--- config.mk ---
export PLATFORM = sky130hd
export DESIGN_NAME = genius_control_fsm
export DESIGN_NICKNAME = d
export VERILOG_FILES = /design/src/rtl/genius_pkg.sv /design/src/rtl/genius_edge_det.sv /design/src/rtl/genius_control_fsm.sv
export SDC_FILE = /design/constraint.sdc
export NUM_CORES = 1
export LEC_CHECK = 0
export ABC_AREA = 1
export BUFFER_PORTS_ARGS = -buffer_cell sky130_fd_sc_hd__buf_2
export CORE_MARGIN = 8
export CORE_UTILIZATION = 59
export DETAILED_ROUTE_END_ITERATION = 10
export MAX_ROUTING_LAYER = met4
export PLACE_DENSITY = 0.78
export SLEW_MARGIN = 20
export SYNTH_ARGS = -nofsm -noshare
export SYNTH_HDL_FRONTEND = slang
export SYNTH_SLANG_ARGS = --single-unit
--- constraint.sdc ---
create_clock -name CLOCK_50 -period 1.9 [get_ports CLOCK_50]
set_input_delay 0.19 -clock CLOCK_50 [delete_from_list [all_inputs] [get_ports CLOCK_50]]
set_output_delay 0.19 -clock CLOCK_50 [all_outputs]
set_load 0.02 [all_outputs]
--- src/rtl/genius_pkg.sv ---
// Shared constants for the memory-game controller and its datapath:
// state codes, control-word layout and the board-level datapath widths.
package genius_pkg;

  localparam int ST_W = 3;

  localparam logic [ST_W-1:0] ST_INIT   = 3'd0;
  localparam logic [ST_W-1:0] ST_SETUP  = 3'd1;
  localparam logic [ST_W-1:0] ST_SEQ    = 3'd2;
  localparam logic [ST_W-1:0] ST_PLAY   = 3'd3;
  localparam logic [ST_W-1:0] ST_CHECK  = 3'd4;
  localparam logic [ST_W-1:0] ST_NEXT   = 3'd5;
  localparam logic [ST_W-1:0] ST_REPLAY = 3'd6;
  localparam logic [ST_W-1:0] ST_RESULT = 3'd7;

  // Datapath parameter set, shared so the datapath and controller agree.
  localparam int p_key    = 4;
  localparam int p_switch = 10;
  localparam int p_hex    = 6;
  localparam int p_led    = 10;

  typedef struct packed {
    logic r1;
    logic r2;
    logic e1;
    logic e2;
    logic e3;
    logic e4;
    logic sel;
  } ctrl_t;

  // Moore decode of the datapath control word for a given state.
  function automatic ctrl_t ctrl_decode(input logic [ST_W-1:0] st);
    ctrl_t c;
    c     = '0;
    c.sel = 1'b1;
    case (st)
      ST_INIT:   begin c.r1 = 1'b1; c.r2 = 1'b1; end
      ST_SETUP:  c.e1 = 1'b1;
      ST_SEQ:    c.e3 = 1'b1;
      ST_PLAY:   c.e2 = 1'b1;
      ST_CHECK:  ;
      ST_NEXT:   begin c.e4 = 1'b1; c.r2 = 1'b1; end
      ST_REPLAY: c.r2 = 1'b1;
      ST_RESULT: c.sel = 1'b0;
      default:   ;
    endcase
    return c;
  endfunction

endpackage

--- src/rtl/genius_edge_det.sv ---
// Rising-edge detector: one-cycle pulse on each 0->1 transition of d_i.
module genius_edge_det (
  input  logic clk,
  input  logic rst,
  input  logic d_i,
  output logic pulse_o
);

  logic d_q;

  always_ff @(posedge clk or posedge rst) begin
    if (rst) d_q <= 1'b0;
    else     d_q <= d_i;
  end

  assign pulse_o = d_i & ~d_q;

endmodule

--- src/rtl/genius_control_fsm.sv ---
// Memory-game control FSM driving datapath resets/enables and display select.
// Optional retry-once-per-round behaviour is enabled by defining GENIUS_RETRY_EN.
module genius_control_fsm
  import genius_pkg::*;
#(
  parameter int unsigned P_HOLD_CYCLES = 500_000_000,
  parameter int          P_HOLD_W      = 32
) (
  input  logic            CLOCK_50,
  input  logic            reset,
  input  logic            enter,
  input  logic            end_FPGA,
  input  logic            end_User,
  input  logic            end_time,
  input  logic            win,
  input  logic            match,
  output logic            R1,
  output logic            R2,
  output logic            E1,
  output logic            E2,
  output logic            E3,
  output logic            E4,
  output logic            SEL,
  output logic [ST_W-1:0] state_o
);

  localparam ctrl_t CTRL_RESET = ctrl_decode(ST_INIT);

  logic [ST_W-1:0] state_q, state_d;
  logic [ST_W-1:0] fail_state;
  ctrl_t           ctrl_q, ctrl_d;
  logic            enter_pulse;
  logic            hold_expired;

  genius_edge_det u_enter_edge (
    .clk     (CLOCK_50),
    .rst     (reset),
    .d_i     (enter),
    .pulse_o (enter_pulse)
  );

  // RESULT auto-return timer; counts only while RESULT is held.
  generate
    if (P_HOLD_CYCLES != 0) begin : g_hold
      localparam logic [P_HOLD_W-1:0] HOLD_LAST = P_HOLD_W'(P_HOLD_CYCLES - 1);
      logic [P_HOLD_W-1:0] hold_cnt_q, hold_cnt_d;

      always_comb begin
        hold_cnt_d = '0;
        if (state_q == ST_RESULT && state_d == ST_RESULT)
          hold_cnt_d = hold_cnt_q + 1'b1;
      end

      always_ff @(posedge CLOCK_50 or posedge reset) begin
        if (reset) hold_cnt_q <= '0;
        else       hold_cnt_q <= hold_cnt_d;
      end

      assign hold_expired = (state_q == ST_RESULT) && (hold_cnt_q == HOLD_LAST);
    end else begin : g_no_hold
      assign hold_expired = 1'b0;
    end
  endgenerate

`ifdef GENIUS_RETRY_EN
  logic retry_used_q, retry_used_d;

  assign fail_state = retry_used_q ? ST_RESULT : ST_REPLAY;

  always_comb begin
    retry_used_d = retry_used_q;
    if (state_d == ST_NEXT || state_d == ST_INIT)
      retry_used_d = 1'b0;
    else if (state_d == ST_REPLAY)
      retry_used_d = 1'b1;
  end

  always_ff @(posedge CLOCK_50 or posedge reset) begin
    if (reset) retry_used_q <= 1'b0;
    else       retry_used_q <= retry_used_d;
  end
`else
  assign fail_state = ST_RESULT;
`endif

  // State register
  always_ff @(posedge CLOCK_50 or posedge reset) begin
    if (reset) state_q <= ST_INIT;
    else       state_q <= state_d;
  end

  // Next-state logic; each flag only matters in the state that samples it.
  always_comb begin
    state_d = state_q;
    case (state_q)
      ST_INIT:   state_d = ST_SETUP;
      ST_SETUP:  if (enter_pulse) state_d = ST_SEQ;
      ST_SEQ:    if (end_FPGA) state_d = ST_PLAY;
      ST_PLAY: begin
        if (end_time)      state_d = fail_state;
        else if (end_User) state_d = ST_CHECK;
      end
      ST_CHECK: begin
        if (match) state_d = win ? ST_RESULT : ST_NEXT;
        else       state_d = fail_state;
      end
      ST_NEXT:   state_d = ST_SEQ;
      ST_REPLAY: state_d = ST_SEQ;
      ST_RESULT: if (enter_pulse || hold_expired) state_d = ST_INIT;
      default:   state_d = ST_INIT;
    endcase
  end

  // Output decode from next state, registered so it lines up with state_q.
  always_comb begin
    ctrl_d = ctrl_decode(state_d);
  end

  always_ff @(posedge CLOCK_50 or posedge reset) begin
    if (reset) ctrl_q <= CTRL_RESET;
    else       ctrl_q <= ctrl_d;
  end

  assign R1      = ctrl_q.r1;
  assign R2      = ctrl_q.r2;
  assign E1      = ctrl_q.e1;
  assign E2      = ctrl_q.e2;
  assign E3      = ctrl_q.e3;
  assign E4      = ctrl_q.e4;
  assign SEL     = ctrl_q.sel;
  assign state_o = state_q;

endmodule

==> impl_metrics.env, run 1 <==
export IMPL_status="complete, no violations"
export IMPL_grt_use_met3=0.0282
export IMPL_synth_nets=343
export IMPL_dieWidth_um=79.6
export IMPL_layout_common_cells="81 x nand2_1, 77 x nor2_1, 49 x inv_1, 40 x dfrtp_1"
export IMPL_synth_top_cell_by_area="dfrtp_1"
export IMPL_rsz0062_at_grt="no"
export IMPL_htreeDepth=2
export IMPL_ys_ff_latch=43
export IMPL_relSlewSlack=0.549
export IMPL_core_mm2=0.00394
export IMPL_p_int_w=0.00152
export IMPL_antenna_found_initial=0
export IMPL_r2r_setup_slack_ps=190
export IMPL_viasPerCell=5.16
export IMPL_slowest_delay_ps=420
export IMPL_swShare=0.349
export IMPL_mostFrequentLayoutCell="nand2_1"
export IMPL_power_density_mw_per_mm2=884
export IMPL_clkPwrFrac=0.254
export IMPL_cts_tree="yes"
export IMPL_dr_pass1_iters=5
export IMPL_busiest_layer="met2"
export IMPL_initial_core_util=0.605
export IMPL_cts_buffer_depth=2
export IMPL_postRouteAntennaNets=0
export IMPL_met2_usage=0.303
export IMPL_clk_latency_ps=290
export IMPL_setup_viol=0
export IMPL_cap_violations=0
export IMPL_critical_path_startpoint_type="flop"
export IMPL_fin_crit_sh=0.898
export IMPL_n_fill_cell=361
export IMPL_grt_pass1_wl_um=9420
export IMPL_power_frac_seq=0.462
export IMPL_synth_top_area_frac=0.420
export IMPL_slowest_stage="dfrtp_1"
export IMPL_vdd_ir_drop_max_mv=0.888
export IMPL_path_class="reg -> reg"
export IMPL_final_max_slew_viol_count=0
export IMPL_yosys_warnings=0
export IMPL_synth_area_top_cells="dfrtp_1 42%, nand2_1 13%, nor2_1 12%"
export IMPL_clkTransAtPathRegs_ps=80
export IMPL_dieArea_mm2=0.00633
export IMPL_critPathLaunch="g_hold.hold_cnt_q[0]"
export IMPL_p_sw_w=0.000814
export IMPL_gp_congestion=0.979
export IMPL_crit_chain="ha_1 > nand2_2 > nor2_1 > nand3_1 > nand2_2 > buf_4 > nor2_1"
export IMPL_cp_depth=7
export IMPL_synth_avg_cell_area_um2=7.14
export IMPL_crit_end="g_hold.hold_cnt_q[13]"
export IMPL_die_height_um=79.6
export IMPL_wire_per_inst_um=13.1
export IMPL_hold_violations=0
export IMPL_setup_tns_ps=0
export IMPL_crit_required_ps=2070
export IMPL_cts_buffers=5
export IMPL_grt_overflow_total=0
export IMPL_tightest_slew_ps=672
export IMPL_route_vias_total=2109
export IMPL_whs_ps=17.5
export IMPL_fin_skew_ps=9.24
export IMPL_wl_um=5370
export IMPL_cts_root_buf="clkbuf_8"
export IMPL_ys_types=19
export IMPL_period_needed_ps=1710
export IMPL_p_leak_nw=1.16
export IMPL_min_delay_path_class="in -> reg"
export IMPL_diodes=0
export IMPL_r2r_end="g_hold.hold_cnt_q[13]"
export IMPL_grt_pass1_vias=2083
export IMPL_path_buf_inv=1
export IMPL_pwr_share_comb=0.284
export IMPL_met1_usage=0.244
export IMPL_cp_top_family="simple AND/OR/NAND/NOR gates"
export IMPL_synth_seq_area_share=0.453
export IMPL_fmax_mhz=586
export IMPL_drc_errors=0
export IMPL_dp_hpwl_um=4160
export IMPL_grtUsageTotal=0.192
export IMPL_layout_nets=367
export IMPL_drt_iter0_drc=204
export IMPL_utilization=0.669
export IMPL_port_buffers=17
export IMPL_design_portCount=18
export IMPL_grt_max_degree=28
export IMPL_endpoint_kind="flop"
export IMPL_cp_arrival_ps=1880
export IMPL_synth_cells=334
export IMPL_r2r_cells=7
export IMPL_drive_above_1_share=0.0947
export IMPL_rows=23
export IMPL_numClockSinks=43
export IMPL_syn_cell_area_mm2=0.00238
export IMPL_r2r_start="g_hold.hold_cnt_q[0]"
export IMPL_critPathMaxFanout=15
export IMPL_area_growth_syn_to_layout_pct=10.5
-- timing repair --
| item | CTS | global route |
|---|---|---|
| hold endpoints to repair | 16 | 0 |
| gates resized for setup | 0 | 0 |
| hold buffers | 1 | 0 |
| buffers inserted | 0 | 0 |
-- synthesized netlist by cell type (all sizes together) --
cell type  count
xnor2          3
nand4          5
nor3          22
ha             1
a21oi          1
buf            4
nor3b          1
nor2          79
o21ai          3
dfrtp         40
inv           50
nand3         22
xor2          17
dfstp          3
nand2         83
-- cell families after synthesis --
| kind of cell | Yosys count | share of synthesized area |
|---|---|---|
| flip-flops | 43 | 0.453 |
| AO/OA/AOI/OAI | 4 | 0.00839 |
| AND/OR/NAND/NOR | 212 | 0.368 |
| XOR/XNOR | 20 | 0.0735 |
| adder cells (fa/ha/maj) | 1 | 0.00525 |
| buffers and inverters | 54 | 0.0923 |
-- registers in the layout, summed over array words and instances, names as in the netlist --
name               flops
E3                     1
state_o                3
R1                     1
SEL                    1
g_hold.hold_cnt_q     32
u_enter_edge.d_q       1
E4                     1
E2                     1
E1                     1
R2                     1
-- stage by stage --
step / power [W] / area [um2] / cells / setup WS [ps]
after global routing: 0.00250 / 2640 / 409 / 38.9
after global placement: 0.00174 / 2530 / 400 / 235
after floorplan: 0.00157 / 2380 / 334 / 460
final: 0.00233 / 2640 / 409 / 194
after detailed placement: 0.00176 / 2530 / 400 / 222
after CTS: 0.00236 / 2640 / 409 / 208
-- layout make-up --
class | count | area (um2) | share of cell area
clock buffers | 7 | 86.3 | 0.0327
clock inverters | 1 | 5.00 | 0.00190
inverters | 50 | 188 | 0.0712
multi-input cells | 237 | 1080 | 0.411
flip-flops and latches | 43 | 1080 | 0.410
well taps | 50 | 62.6 | 0.0237
repair buffers | 21 | 130 | 0.0494
-- routing by layer --
layer | vias up | share of wire
li1 | 1066 | -
met1 | 956 | 0.47
met3 | 13 | 0.045
met2 | 74 | 0.47
met5 | - | 0
met4 | 0 | 0.015
-- power groups by stage --
stage / registers, W / logic, W / clock network, W
3_3_place_gp: 0.00109 / 0.000641 / 0
5_1_grt: 0.00109 / 0.000752 / 0.000654
6_report: 0.00108 / 0.000662 / 0.000591
4_1_cts: 0.00108 / 0.000668 / 0.000615
2_1_floorplan: 0.00120 / 0.000368 / 0
3_5_place_dp: 0.00110 / 0.000661 / 0
-- how the worst min path moves through the flow --
stage	from	to	slack, ps	cells past startpoint
finish	enter	u_enter_edge.d_q	20	1
global placement	reset	g_hold.hold_cnt_q[31]	220	2
global route	enter	u_enter_edge.d_q	10	1
CTS	enter	u_enter_edge.d_q	10	1
floorplan	enter	u_enter_edge.d_q	220	0
detailed placement	reset	g_hold.hold_cnt_q[31]	230	2
No activity file was read; power rests on OpenSTA's default activity.
==> run 2: changes to the inputs <==
--- a/config.mk
+++ b/config.mk
@@ -5,13 +5,14 @@
 export SDC_FILE = /design/constraint.sdc
 export NUM_CORES = 1
 export LEC_CHECK = 0
-export ABC_AREA = 1
+export ABC_AREA = 0
 export BUFFER_PORTS_ARGS = -buffer_cell sky130_fd_sc_hd__buf_2
 export CORE_MARGIN = 8
-export CORE_UTILIZATION = 59
+export CORE_UTILIZATION = 58
 export DETAILED_ROUTE_END_ITERATION = 10
 export MAX_ROUTING_LAYER = met4
 export PLACE_DENSITY = 0.78
+export SETUP_SLACK_MARGIN = 0.02
 export SLEW_MARGIN = 20
 export SYNTH_ARGS = -nofsm -noshare
 export SYNTH_HDL_FRONTEND = slang
==> run 2 against run 1 <==
Effect of this change:
- synthesized cell count shrank 33%
- worst hold slack gained 280 ps
- total power shrank 0.80%
- die area shrank 7.6%
- routed wire length shrank 13%
- critical endpoint is now g_hold.hold_cnt_q[18]
==> impl_metrics.env, run 2 <==
export IMPL_status="complete, no violations"
export IMPL_multiInputGateArea_mm2=0.00108
export IMPL_synth_avg_cell_area_um2=9.47
export IMPL_grt_pass1_vias=1781
export IMPL_area_growth_syn_to_layout_pct=25.5
export IMPL_crit_chain="or4_4 > nor4_4 > and4_1 > a21o_4 > clkbuf_16 > nor2_1"
export IMPL_rsz0062_at_grt="yes"
export IMPL_initial_core_util=0.593
export IMPL_cts_buffer_depth=2
export IMPL_min_delay_path_class="in -> reg"
export IMPL_rows=22
export IMPL_design_portCount=18
export IMPL_postRouteAntennaNets=0
export IMPL_wl_um=4650
export IMPL_dr_pass1_iters=4
export IMPL_vdd_ir_drop_max_mv=0.786
export IMPL_dp_hpwl_um=3090
export IMPL_crit_required_ps=2160
export IMPL_cts_tree="yes"
export IMPL_port_buffers=17
export IMPL_n_fill_cell=264
export IMPL_route_vias_total=1798
export IMPL_layout_nets=277
export IMPL_p_leak_nw=1.11
export IMPL_synth_most_common_cell="nor2_1"
export IMPL_grt_max_degree=44
export IMPL_synth_nets=233
export IMPL_hold_violations=0
export IMPL_syn_cell_area_mm2=0.00212
export IMPL_ys_ff_latch=43
export IMPL_dieWidth_um=76.5
export IMPL_drc_errors=0
export IMPL_drive_above_1_share=0.279
export IMPL_slowest_delay_ps=540
export IMPL_clk_latency_ps=360
export IMPL_numClockSinks=43
export IMPL_yosys_warnings=0
export IMPL_synth_edff_count=0
export IMPL_final_max_slew_viol_count=0
export IMPL_whs_ps=293
export IMPL_tightest_slew_ps=516
export IMPL_path_class="reg -> reg"
export IMPL_period_needed_ps=1890
export IMPL_critical_path_startpoint_type="flop"
export IMPL_core_mm2=0.00358
export IMPL_regArea_mm2=0.00108
export IMPL_synth_seq_area_share=0.509
export IMPL_mostFrequentLayoutCell="dfrtp_1"
export IMPL_synth_top_cell_by_area="dfrtp_1"
export IMPL_cts_root_buf="clkbuf_4"
export IMPL_r2r_setup_slack_ps=10
export IMPL_antenna_found_initial=0
export IMPL_largest_register="g_hold.hold_cnt_q"
export IMPL_drt_iter0_drc=106
export IMPL_min_delay_start="end_FPGA"
export IMPL_gp_congestion=0.842
export IMPL_synth_ff_type="dfrtp_1"
export IMPL_synth_cells=224
export IMPL_cap_violations=0
export IMPL_critPathMaxFanout=8
export IMPL_layout_common_cells="40 x dfrtp_1, 27 x nor2_1, 21 x buf_4, 19 x xor2_1"
export IMPL_grt_pass1_wl_um=7800
export IMPL_setup_tns_ps=0
export IMPL_fin_skew_ps=3.59
export IMPL_die_height_um=76.5
export IMPL_cts_buffers=5
export IMPL_synth_top_area_frac=0.472
export IMPL_grt_overflow_total=0
export IMPL_htreeDepth=2
export IMPL_synth_common_cells="41 x nor2_1, 40 x dfrtp_1, 19 x xor2_1"
export IMPL_endpoint_kind="flop"
export IMPL_r2r_start="g_hold.hold_cnt_q[12]"
export IMPL_slowest_stage="or4_4"
export IMPL_setup_viol=0
export IMPL_cp_top_family="simple AND/OR/NAND/NOR gates"
export IMPL_grtUsageTotal=0.164
export IMPL_diodes=0
export IMPL_viasPerCell=5.67
export IMPL_largest_reg_flops=32
export IMPL_clkTransAtPathRegs_ps=120
export IMPL_path_buf_inv=1
export IMPL_hold_path_cell_count=5
export IMPL_synth_area_top_cells="dfrtp_1 47%, xor2_1 7.8%, nor2_1 7.3%"
export IMPL_dieArea_mm2=0.00585
export IMPL_hold_path_endpoint="state_o[0]"
export IMPL_fin_crit_sh=0.994
export IMPL_cp_arrival_ps=2150
export IMPL_power_density_mw_per_mm2=868
export IMPL_relSlewSlack=0.656
export IMPL_async_reset_ff_frac=1.00
export IMPL_fmax_mhz=529
export IMPL_wire_per_inst_um=14.7
export IMPL_r2r_end="g_hold.hold_cnt_q[18]"
export IMPL_ys_types=38
export IMPL_r2r_cells=6
## run 2: cell type report
type,instances,area share
multi-input combinational,168,0.406
timing repair buffer,45,0.133
sequential,43,0.405
tap,48,0.0225
clock buffer,8,0.0258
inverter,5,0.00705
## run 2: kinds of logic after synthesis
logic type	after synthesis	synth area share
simple gates	122	0.289
buf+inv	13	0.0307
fa+ha+maj	1	0.00590
flops	43	0.509
xor+xnor	25	0.103
compound gates	20	0.0625
## run 2: how the worst max path moves through the flow
stage	slack, ps	to	cells past startpoint	startpoint
floorplan	70	R2	6	g_hold.hold_cnt_q[12]
global placement	-2	g_hold.hold_cnt_q[31]	6	g_hold.hold_cnt_q[12]
detailed placement	-40	g_hold.hold_cnt_q[13]	6	g_hold.hold_cnt_q[12]
CTS	20	g_hold.hold_cnt_q[13]	6	g_hold.hold_cnt_q[12]
global route	-90	g_hold.hold_cnt_q[12]	5	g_hold.hold_cnt_q[0]
finish	10	g_hold.hold_cnt_q[18]	6	g_hold.hold_cnt_q[12]
## run 2: metal layers
| layer | part of all wire | up-vias | GRT usage |
|---|---|---|---|
| met2 | 0.50 | 55 | 0.261 |
| met3 | 0.049 | 9 | 0.0342 |
| met1 | 0.43 | 875 | 0.195 |
| met5 | 0 | - | - |
| met4 | 0.019 | 0 | 0.0788 |
| li1 | - | 859 | - |
## run 2: where the power goes
| part | leakage (nW) | switching (W) | internal, W | total (W) |
|---|---|---|---|---|
| Clock | 0.0386 | 0.000282 | 0.000218 | 0.000500 |
| Combinational | 0.490 | 0.000425 | 0.000296 | 0.000721 |
| Sequential | 0.578 | 0.0000666 | 0.00102 | 0.00109 |
| Total | 1.11 | 0.000774 | 0.00154 | 0.00231 |
## run 2: repair_timing
action | in CTS | in global routing
endpoints found under the setup margin | 30 | 33
pin swaps | 3 | 8
gates cloned | 0 | 1
buffers inserted | 1 | 4
endpoints found under the hold margin | 41 | 0
hold buffers | 2 | 0
resized for setup | 0 | 31
## run 2: tightest hold or removal path, stage by stage
cell       delay, ps
buf_2             80
nand2b_1          60
o2bb2ai_1        170
nor2_1            60
nand2_1           60
## run 2: through the flow
stage	worst slack, ps	util	total power, W	cells	instance area, um2
floorplan	68.0	-	0.00152	224	2120
global placement	-2.44	0.670	0.00174	301	2400
detailed placement	-40.7	0.670	0.00175	301	2400
CTS	23.5	0.697	0.00225	312	2490
global route	-91.4	0.744	0.00244	317	2660
finish	10.7	0.744	0.00231	317	2660
